`src/rtl/dual_priodec_frame.sv`:
```
// Rebuilds request masks from {first, second} code-pair beats and reports
// one OR-ed mask, beat count and malformed flag per frame.
module dual_priodec_frame #(
  parameter int unsigned WIDTH = 12,
  parameter int unsigned CW    = 4
) (
  input  logic             clk,
  input  logic             reset,
  input  logic             in_valid,
  output logic             in_ready,
  input  logic [CW-1:0]    first,
  input  logic [CW-1:0]    second,
  input  logic             in_last,
  output logic             out_valid,
  input  logic             out_ready,
  output logic [WIDTH-1:0] out_mask,
  output logic [7:0]       out_beats,
  output logic             out_err
);

  typedef enum logic [1:0] {
    IDLE  = 2'd0,
    ACCUM = 2'd1,
    OUT   = 2'd2
  } state_t;

  localparam logic [CW-1:0] CODE_MAX = CW'(WIDTH);

  state_t           state, state_nxt;
  logic [WIDTH-1:0] acc, acc_nxt;
  logic             err_acc, err_acc_nxt;
  logic [7:0]       beat_cnt, beat_cnt_nxt;
  logic [WIDTH-1:0] out_mask_nxt;
  logic [7:0]       out_beats_nxt;
  logic             out_err_nxt;

  logic [WIDTH-1:0] beat_mask;
  logic             beat_bad;
  logic             accept;
  logic [WIDTH-1:0] acc_base, merged_mask;
  logic [7:0]       cnt_base, merged_cnt;
  logic             err_base, merged_err;

  assign in_ready  = (state != OUT);
  assign out_valid = (state == OUT);
  assign accept    = in_valid & in_ready;

  always_comb begin
    beat_mask = '0;
    for (int unsigned i = 0; i < WIDTH; i++) begin
      if ((first == CW'(i + 1)) || (second == CW'(i + 1))) begin
        beat_mask[i] = 1'b1;
      end
    end
  end

  always_comb begin
    beat_bad = (first > CODE_MAX) || (second > CODE_MAX)
            || ((second != '0) && (first == '0))
            || ((first != '0) && (second != '0) && (second >= first));
  end

  // Accumulators are treated as empty outside ACCUM so the first beat of a
  // frame starts from zero regardless of any residue.
  always_comb begin
    acc_base    = (state == ACCUM) ? acc      : '0;
    cnt_base    = (state == ACCUM) ? beat_cnt : '0;
    err_base    = (state == ACCUM) ? err_acc  : 1'b0;
    merged_mask = acc_base | beat_mask;
    merged_cnt  = (cnt_base == 8'hFF) ? 8'hFF : cnt_base + 8'd1;
    merged_err  = err_base | beat_bad;
  end

  always_comb begin
    state_nxt     = state;
    acc_nxt       = acc;
    err_acc_nxt   = err_acc;
    beat_cnt_nxt  = beat_cnt;
    out_mask_nxt  = out_mask;
    out_beats_nxt = out_beats;
    out_err_nxt   = out_err;
    case (state)
      IDLE, ACCUM: begin
        if (accept) begin
          if (in_last) begin
            state_nxt     = OUT;
            out_mask_nxt  = merged_mask;
            out_beats_nxt = merged_cnt;
            out_err_nxt   = merged_err;
            acc_nxt       = '0;
            err_acc_nxt   = 1'b0;
            beat_cnt_nxt  = '0;
          end else begin
            state_nxt    = ACCUM;
            acc_nxt      = merged_mask;
            err_acc_nxt  = merged_err;
            beat_cnt_nxt = merged_cnt;
          end
        end
      end
      OUT: begin
        if (out_ready) begin
          state_nxt    = IDLE;
          acc_nxt      = '0;
          err_acc_nxt  = 1'b0;
          beat_cnt_nxt = '0;
        end
      end
      default: begin
        state_nxt    = IDLE;
        acc_nxt      = '0;
        err_acc_nxt  = 1'b0;
        beat_cnt_nxt = '0;
      end
    endcase
  end

  always_ff @(posedge clk) begin
    if (reset) begin
      state     <= IDLE;
      acc       <= '0;
      err_acc   <= 1'b0;
      beat_cnt  <= '0;
      out_mask  <= '0;
      out_beats <= '0;
      out_err   <= 1'b0;
    end else begin
      state     <= state_nxt;
      acc       <= acc_nxt;
      err_acc   <= err_acc_nxt;
      beat_cnt  <= beat_cnt_nxt;
      out_mask  <= out_mask_nxt;
      out_beats <= out_beats_nxt;
      out_err   <= out_err_nxt;
    end
  end

endmodule

```
`config.mk`:
```
export PLATFORM = sky130hd
export DESIGN_NAME = dual_priodec_frame
export DESIGN_NICKNAME = d
export VERILOG_FILES = /design/src/rtl/dual_priodec_frame.sv
export SDC_FILE = /design/constraint.sdc
export NUM_CORES = 1
export LEC_CHECK = 0
export ABC_AREA = 1
export BUFFER_PORTS_ARGS = -buffer_cell sky130_fd_sc_hd__buf_2
export CORE_ASPECT_RATIO = 2
export CORE_MARGIN = 2
export CORE_UTILIZATION = 35
export CTS_BUF_LIST = sky130_fd_sc_hd__clkbuf_4
export CTS_CLUSTER_DIAMETER = 60
export CTS_CLUSTER_SIZE = 20
export DETAILED_ROUTE_END_ITERATION = 12
export GPL_ROUTABILITY_DRIVEN = 0
export GPL_TIMING_DRIVEN = 0
export PLACE_DENSITY = 0.62
export SLEW_MARGIN = 30
export SYNTH_ARGS = -nofsm -noshare
export SYNTH_HDL_FRONTEND = slang
export SYNTH_SLANG_ARGS = --single-unit
```
`constraint.sdc`:
```
create_clock -name clk -period 2.35 [get_ports clk]
set_clock_uncertainty 0.2 [all_clocks]
set_input_delay 0.1175 -clock clk [delete_from_list [all_inputs] [get_ports clk]]
set_output_delay 0.1175 -clock clk [all_outputs]
set_load 0.01 [all_outputs]
```
==> results.json <==
{
  "wl_per_cell_um": 12.5,
  "wl_met2_um": 3650,
  "worst_pin_slew_ps": 880,
  "num_antenna_cells": 0,
  "p_leak_nw": 1.24,
  "whs_path_depth": 6,
  "grt_max_degree": 15,
  "cp_max_fo": 8,
  "drv_slew": 0,
  "die_w_um": 60.8,
  "rsz0062_at_grt": "yes",
  "ys_types": 21,
  "ir_drop_mv": 0.326,
  "ys_ff_latch": 44,
  "worstRegToRegCells": 12,
  "dr_wl_met3_um": 125,
  "wl_met1_um": 2040,
  "utilization": 0.432,
  "final_common_cell": "nand2_1",
  "dr.pass1.iters": 4,
  "synthTopCellsByArea": "dfxtp_1, nand2_1, nor2_1",
  "worst-path-buf-inv": 3,
  "synth_area_mm2": 0.00226,
  "synth-async-reset-ratio": 0,
  "dieArea_mm2": 0.00715,
  "synth.avg_cell_area_um2": 6.38,
  "end_kind": "flip-flop",
  "synth_largest_area_cell": "dfxtp_1",
  "drtAntennaViolNets": 0,
  "std_cell_rows": 41,
  "cp_top_family": "simple AND/OR/NAND/NOR gates",
  "area_delta_synth_final_pct": 19.9,
  "hpwl_um": 4810,
  "worstReg2RegEnd": "beat_cnt[6]",
  "critPathKind": "flip-flop to flip-flop",
  "drive_above_1_share": 0.144,
  "viasPerCell": 4.73,
  "rr_startpoint": "state[0]",
  "hold_end": "acc[5]",
  "vias": 2311,
  "coreArea_mm2": 0.00626,
  "layout_common_cells": "nand2_1, nor2_1, dfxtp_1",
  "max_cap_viol_count": 0,
  "slowest_delay_ps": 330,
  "grtUsageTotal": 0.186,
  "slowest_stage": "dfxtp_1",
  "synth_top_area_share": 0.390,
  "power_mw": 1.52,
  "setup_viol": 0,
  "max_slew_margin": 0.406,
  "synth_nets": 372,
  "gr-total-overflow": 0,
  "final.setup.worst_slack_ps": 181,
  "cts_buffers": 5,
  "setup_tns_ps": 0,
  "r2r_setup_slack_ps": 180,
  "cp_cell_sequence": "buf_4, inv_1, nor2_4, inv_1, nor2_1, ha_1, nand2_1, nor2_4, nand2_1, o21ai_2, nand2_1, a21oi_1",
  "min-delay-start": "second[0]",
  "cpMostUsedCell": "nand2_1",
  "clk_latency_ps": 370,
  "fin_crit_ps": 2170,
  "cp-start-kind": "flip-flop",
  "n_fill_cell": 702,
  "dp_slack_ps": -250,
  "clkSlewWorstSetupHoldPaths_ps": 130,
  "cts_root_buf": "clkbuf_4",
  "cts_tree": "built",
  "hold_viol_final": 0,
  "first_global_vias": 2209,
  "routed_wl_um": 6130,
  "max_freq_mhz": 461,
  "grt_pass1_wl_um": 9940,
  "top_layer_used": "met4",
  "synth-seq-area-share": 0.390,
  "portBuffers": 35,
  "crit_arrival_ps": 2290,
  "clk_path_buf_depth": 2,
  "htree_num_levels": 2,
  "die_h_um": 118,
  "fin_crit_sh": 0.923,
  "drt_iter0_markers": 112,
  "clkSinkCount": 44,
  "synth-main-ff-cell": "dfxtp_1",
  "initial_core_util": 0.361,
  "synth_edf_count": 0,
  "yosysWarnings": 0,
  "grt_antenna_before_repair": 0,
  "required_ps": 2470,
  "ioPinCount": 36,
  "synthCells": 354,
  "hp-class": "primary input to flip-flop",
  "drc": 0,
  "nets": 420,
  "powerDensity_mw_per_mm2": 560,
  "run_status": "finished clean"
}
flip-flops by register name, summed over array words and instances, names as in the netlist:
| name | count |
|---|---|
| acc | 12 |
| out_mask | 12 |
| beat_cnt | 8 |
| out_beats | 8 |
| state | 2 |
| err_acc | 1 |
| out_err | 1 |
cell type report:
class / instances / area [um^2] / share of cell area
tap: 86 / 108 / 0.0398
sequential: 44 / 881 / 0.325
timing repair buffer: 41 / 233 / 0.0860
clock inverter: 3 / 42.5 / 0.0157
buffer: 14 / 71.3 / 0.0264
multi-input combinational: 259 / 1190 / 0.442
inverter: 37 / 139 / 0.0513
clock buffer: 5 / 37.5 / 0.0139
tightest hold or removal path, stage by stage:
cell and delay (ps):
buf_2 110, nor2_1 80, nand2_1 60, nand3_1 100, nand2_1 80, a21oi_1 60
power breakdown:
part	leakage [nW]	total, mW	internal, mW	switching [mW]
Clock	0.0428	0.483	0.222	0.261
Sequential	0.359	0.793	0.777	0.0163
Combinational	0.843	0.239	0.0877	0.151
Total	1.24	1.52	1.09	0.429
what timing repair did:
action                                  CTS  global route
hold buffers                              5             0
hold endpoints to repair                 12             0
buffers inserted                          1             0
endpoints found under the setup margin   16             3
resized for setup                         4             4
pin swaps                                 1             0
cells in the mapped netlist (2+ instances only):
| cell | count |
|---|---|
| nand3_1 | 22 |
| inv_2 | 2 |
| a21oi_1 | 26 |
| nor3_1 | 3 |
| ha_1 | 5 |
| buf_6 | 2 |
| clkbuf_1 | 11 |
| dfxtp_1 | 44 |
| nand4_1 | 2 |
| nand2_1 | 103 |
| nor2_4 | 2 |
| o21ai_0 | 24 |
| inv_1 | 35 |
| nor2_1 | 66 |
stage by stage:
stage	instance area (um^2)	cells	hold slack [ps]
after floorplan	2260	354	116
after global placement	2540	475	232
after detailed placement	2540	475	238
after CTS	2690	489	63.0
after global routing	2710	489	103
final	2710	489	77.9
worst max path at each step:
| stage | start | end | cells past startpoint |
|---|---|---|---|
| global placement | state[0] | beat_cnt[6] | 12 |
| floorplan | state[0] | out_beats[6] | 13 |
| global route | state[0] | out_beats[6] | 13 |
| detailed placement | state[0] | beat_cnt[6] | 12 |
| CTS | state[0] | beat_cnt[3] | 12 |
| finish | state[0] | beat_cnt[6] | 12 |
cells by family after synthesis:
family	after synthesis	synth area share
xor gates and xnor gates	1	0.00388
DFF	44	0.390
and+or+nand+nor	201	0.363
adders and majority gates	5	0.0277
AOI/OAI and AO/OA	52	0.122
buffers and inverters	51	0.0931
routing by layer:
metal | GRT usage | vias to the layer above
met5 | 0 | -
met4 | 0.113 | 0
met3 | 0.0297 | 18
met2 | 0.355 | 46
met1 | 0.165 | 1040
li1 | - | 1207
No activity file was read; power rests on OpenSTA's default activity.
